`src/rtl/uart_tx_arbiter.sv`:
```
// Round-robin arbiter that shares one uart_tx among NREQ requesters, launches the
// granted byte and reports done/err per requester.
module uart_tx_arbiter #(
    parameter int unsigned NREQ    = 2,
    parameter int unsigned TIMEOUT = 4096,
    parameter int unsigned GAP_CYC = 2
) (
    input  logic              clk,
    input  logic              reset,
    input  logic [NREQ-1:0]   req,
    input  logic [8*NREQ-1:0] req_data,
    output logic [NREQ-1:0]   grant,
    output logic [NREQ-1:0]   done,
    output logic [NREQ-1:0]   err,
    output logic [7:0]        to_uart,
    output logic              tx_external,
    input  logic              uart_busy,
    input  logic              end_tx,
    output logic [2:0]        state_out
);

    localparam int unsigned PW = (NREQ > 1) ? $clog2(NREQ) : 1;
    localparam int unsigned CW = $clog2(TIMEOUT + 1);
    localparam int unsigned GW = $clog2(GAP_CYC + 1);

    localparam logic [CW-1:0] CntLast = CW'(TIMEOUT - 1);
    localparam logic [CW-1:0] CntMax  = CW'(TIMEOUT);
    localparam logic [GW-1:0] GapLast = GW'(GAP_CYC - 1);
    localparam logic [PW-1:0] PtrInit = PW'(NREQ - 1);

    typedef enum logic [2:0] {
        StIdle     = 3'd0,
        StLoad     = 3'd1,
        StWaitBusy = 3'd2,
        StWaitEnd  = 3'd3,
        StDone     = 3'd4,
        StErr      = 3'd5,
        StGap      = 3'd6
    } state_e;

    state_e          state_q, state_d;
    logic [PW-1:0]   ptr_q, ptr_d;
    logic [PW-1:0]   sel_q, sel_d;
    logic [CW-1:0]   cnt_q, cnt_d;
    logic [GW-1:0]   gap_q, gap_d;
    logic [NREQ-1:0] grant_q, grant_d;
    logic [NREQ-1:0] done_q, done_d;
    logic [NREQ-1:0] err_q, err_d;
    logic [7:0]      to_uart_q, to_uart_d;
    logic            tx_q, tx_d;

    logic            rr_found;
    logic [PW-1:0]   rr_sel;
    logic [PW-1:0]   scan_idx;

    // First requester after the last owner wins, so a repeat requester goes last.
    always_comb begin
        rr_found = 1'b0;
        rr_sel   = '0;
        scan_idx = '0;
        for (int unsigned k = 1; k <= NREQ; k++) begin
            scan_idx = PW'((32'(ptr_q) + k) % NREQ);
            if (!rr_found && req[scan_idx]) begin
                rr_found = 1'b1;
                rr_sel   = scan_idx;
            end
        end
    end

    always_comb begin
        state_d   = state_q;
        ptr_d     = ptr_q;
        sel_d     = sel_q;
        cnt_d     = cnt_q;
        gap_d     = gap_q;
        grant_d   = grant_q;
        done_d    = '0;
        err_d     = '0;
        to_uart_d = to_uart_q;
        tx_d      = 1'b0;
        case (state_q)
            StIdle: begin
                if (rr_found) begin
                    state_d         = StLoad;
                    sel_d           = rr_sel;
                    grant_d         = '0;
                    grant_d[rr_sel] = 1'b1;
                    to_uart_d       = req_data[8*rr_sel +: 8];
                end
            end
            StLoad: begin
                state_d = StWaitBusy;
                tx_d    = 1'b1;
                cnt_d   = '0;
            end
            StWaitBusy, StWaitEnd: begin
                cnt_d = (cnt_q == CntMax) ? cnt_q : cnt_q + 1'b1;
                // end_tx outranks the timeout landing in the same cycle
                if (end_tx) begin
                    state_d       = StDone;
                    grant_d       = '0;
                    done_d[sel_q] = 1'b1;
                end else if (cnt_q >= CntLast) begin
                    state_d      = StErr;
                    grant_d      = '0;
                    err_d[sel_q] = 1'b1;
                end else if (state_q == StWaitBusy && uart_busy) begin
                    state_d = StWaitEnd;
                end
            end
            StDone, StErr: begin
                ptr_d   = sel_q;
                gap_d   = '0;
                state_d = StGap;
            end
            StGap: begin
                if (gap_q >= GapLast) begin
                    state_d = StIdle;
                end else begin
                    gap_d = gap_q + 1'b1;
                end
            end
            default: state_d = StIdle;
        endcase
    end

    always_ff @(posedge clk or posedge reset) begin
        if (reset) begin
            state_q   <= StIdle;
            ptr_q     <= PtrInit;
            sel_q     <= '0;
            cnt_q     <= '0;
            gap_q     <= '0;
            grant_q   <= '0;
            done_q    <= '0;
            err_q     <= '0;
            to_uart_q <= '0;
            tx_q      <= 1'b0;
        end else begin
            state_q   <= state_d;
            ptr_q     <= ptr_d;
            sel_q     <= sel_d;
            cnt_q     <= cnt_d;
            gap_q     <= gap_d;
            grant_q   <= grant_d;
            done_q    <= done_d;
            err_q     <= err_d;
            to_uart_q <= to_uart_d;
            tx_q      <= tx_d;
        end
    end

    assign grant       = grant_q;
    assign done        = done_q;
    assign err         = err_q;
    assign to_uart     = to_uart_q;
    assign tx_external = tx_q;
    assign state_out   = state_q;

endmodule

```
`config.mk`:
```
export PLATFORM = sky130hd
export DESIGN_NAME = uart_tx_arbiter
export DESIGN_NICKNAME = d
export VERILOG_FILES = /design/src/rtl/uart_tx_arbiter.sv
export SDC_FILE = /design/constraint.sdc
export NUM_CORES = 1
export LEC_CHECK = 0
export CAP_MARGIN = 20
export CORE_ASPECT_RATIO = 1.1
export CORE_MARGIN = 2
export CORE_UTILIZATION = 53
export DETAILED_ROUTE_END_ITERATION = 7
export GPL_ROUTABILITY_DRIVEN = 0
export PLACE_DENSITY = 0.84
export SLEW_MARGIN = 5
export SYNTH_ARGS = -nofsm -noshare
export SYNTH_HDL_FRONTEND = slang
export SYNTH_SLANG_ARGS = --single-unit
```
`constraint.sdc`:
```
create_clock -name clk -period 4.6 [get_ports clk]
set_clock_uncertainty 0.1 [all_clocks]
set_input_delay 0.92 -clock clk [delete_from_list [all_inputs] [get_ports clk]]
set_output_delay 0.92 -clock clk [all_outputs]
set_load 0.03 [all_outputs]
```
==> metrics.yaml <==
run_status:
  status: "finished, violations left"
  violations: "design-rule violations"
routing:
  drcViolationCount: 1
  post_drt_wl_per_cell_um: 15.3
  final_antenna_net_count: 0
  firstDrtPassIters: 6
  drt_iter0_markers: 38
  vias_per_cell: 5.87
  wirelength_um: 3820
  num_vias: 1467
cts:
  cts_made_buffers: 5
  cts.clk_slew.worst_paths_ns: 0.10
  cts_tree: "yes"
  clk_latency_ns: 0.34
  cts_hold_buffers: 0
  cts_buffer_depth: 2
  cts_root_buf: "clkbuf_4"
  ctsHtreeMaxLevel: 2
  cts_setup_buffers: 0
  clock-sinks: 35
  cts-resized-gates: 0
placed_design:
  place_area_um2: 2160
  dp.cells: 241
  place_hpwl_um: 2950
  place_ws_ns: 1.54
  io_buffers: 39
timing:
  finalCritPeriodShare: 0.623
  hold-worst-slack_ns: 0.394
  fin_crit_ns: 2.87
  fmax_mhz: 349
  setup_violations: 0
  setup_ws_ns: 1.73
  worstMarginPinSlew_ns: 0.930
  slew_headroom: 0.379
  final_max_slew_viol_count: 0
  hold_violations: 0
  setup_tns_ns: 0
  rsz0062_at_grt: "no"
layout:
  num_antenna_cells: 0
  area_growth_pct: 26.5
  final_area_um2: 2220
  fin_cells: 250
  drive_above_1_share: 0.0694
  final_net_count: 240
  final.fill_count: 241
power:
  power_density_nw_per_um2: 578
  peakVddDrop_v: 0.000320
  power.static_leakage_nw: 0.980
yosys:
  synth-edff-count: 0
  ys_ff_latch: 35
  synth.distinct_cells: 46
  synthesis.instances: 174
  seq_area_frac_synth: 0.500
  syn_nets: 199
  yosys_most_used_dff: "dfrtp_1"
  yosys_warnings: 0
  avgSynthCellArea_um2: 10.1
  netlist_area_um2: 1760
  synth-async-reset-ratio: 1.00
die:
  core_area_um2: 3100
  die_h_um: 64.4
  rows: 21
  initial_utilization: 0.566
  ios: 40
  dieArea_um2: 3790
  die_w_um: 58.9
setup_path:
  cp_slowest_stage_delay_ns: 0.78
  critical_path_class: "flop to primary output"
  crit_arrival_ns: 1.85
  cp.required_ns: 3.58
  end_kind: "primary output"
  cp_max_fo: 22
  path_buf_inv: 1
  critPathLaunchType: "flop"
  slowest_stage: "clkdlybuf4s50_1"
  crit_family: "buffers and inverters"
  worstPathCellList: "clkdlybuf4s50_1"
grt:
  grt_pass1_wl_um: 6620
  grt_overflow: 0
  grt.total_usage: 0.231
  antenna_found_initial: 0
  grt_max_degree: 26
  grt_pass1_vias: 1415
run:
  drv_cap: 0
min_path:
  min_path_type: "flop to flop"
-- sequential cells by signal (all words and copies together) (netlist names) --
| name | count |
|---|---|
| cnt_q | 13 |
| done | 2 |
| err | 2 |
| gap_q | 2 |
| grant | 2 |
| ptr_q | 1 |
| sel_q | 1 |
| state_out | 3 |
| to_uart | 8 |
| tx_external | 1 |
-- per-stage QoR --
stage | total power, mW | utilization
after floorplan | 0.912 | -
after global placement | 1.10 | 0.698
after detailed placement | 1.13 | 0.698
after CTS | 1.29 | 0.714
after global routing | 1.37 | 0.716
final | 1.28 | 0.716
-- path summary, 6_finish.rpt --
| check | start | endpoint | slack, ns | cells past startpoint |
|---|---|---|---|---|
| hold / removal | to_uart[3] | to_uart[3] | 0.39 | 2 |
| min in group asynchronous | reset | sel_q | 0.98 | 2 |
| max in group asynchronous | reset | cnt_q[11] | 2.72 | 3 |
| hold reg to reg | to_uart[3] | to_uart[3] | 0.39 | 2 |
| setup reg to reg | state_out[2] | cnt_q[7] | 2.72 | 4 |
| setup / recovery | state_out[2] | state_out[2] | 1.73 | 1 |
-- synth_stat cells (all sizes together), types with 3 or more instances --
cell,count,share of area
o21ai,10,0.029
ha,3,0.021
buf,4,0.011
nand2,22,0.047
mux2i,10,0.057
nor3,3,0.0086
xor2,3,0.015
dfrtp,34,0.48
nor2,12,0.026
o31ai,3,0.013
and4b,3,0.017
nand4,4,0.014
a21oi,7,0.020
o211ai,3,0.013
inv,10,0.021
clkbuf,3,0.0071
o22ai,3,0.011
-- per-layer routing --
| metal | routed length [µm] | vias to the layer above | part of all wire | GRT usage |
|---|---|---|---|---|
| met1 | 1570 | 712 | 0.41 | 0.274 |
| met4 | 55 | 0 | 0.014 | 0.0710 |
| met2 | 2030 | 43 | 0.53 | 0.399 |
| li1 | - | 706 | - | - |
| met3 | 156 | 6 | 0.041 | 0.0648 |
| met5 | 0 | - | 0 | 0 |
-- layout by cell type (no fill, tap or decap), types with 2 or more instances in the layout --
cell             instances
a21oi_1                  7
a22o_1                   2
and3_1                   2
and4b_1                  3
buf_4                    2
clkbuf_1                 2
clkbuf_4                 5
clkdlybuf4s50_1         39
dfrtp_1                 34
ha_1                     3
inv_1                   10
mux2i_1                 10
nand2_1                 22
nand2b_1                 2
nand3_1                  2
nand4_1                  4
nor2_1                  12
nor3_1                   3
nor3b_1                  2
nor4_1                   2
nor4b_1                  2
o211ai_1                 3
o21ai_0                  8
o21ai_1                  2
o22ai_1                  3
o31ai_1                  3
or3_1                    2
xnor2_1                  2
xor2_1                   3
-- power breakdown --
part,internal [mW],switching [mW],total (mW)
clock network,0.0595,0.0984,0.158
registers,0.404,0.119,0.523
logic,0.270,0.332,0.602
-- cell families after synthesis --
kind of cell	after synthesis	share of synthesized area
xor gates and xnor gates	5	0.0250
buffers and inverters	17	0.0399
adders and majority gates	3	0.0214
muxes	11	0.0634
AOI/OAI and AO/OA	41	0.168
DFF	35	0.500
and+or+nand+nor	62	0.183
-- cell type report --
type / count / area [µm²] / area share
multi-input cells: 122 / 808 / 0.364
inverters: 10 / 37.5 / 0.0169
flip-flops and latches: 35 / 877 / 0.395
well taps: 34 / 42.5 / 0.0192
repair buffers: 41 / 405 / 0.183
clock buffers: 7 / 45.0 / 0.0203
clock inverters: 1 / 5.00 / 0.00225
(Power assumes the default switching activity.)
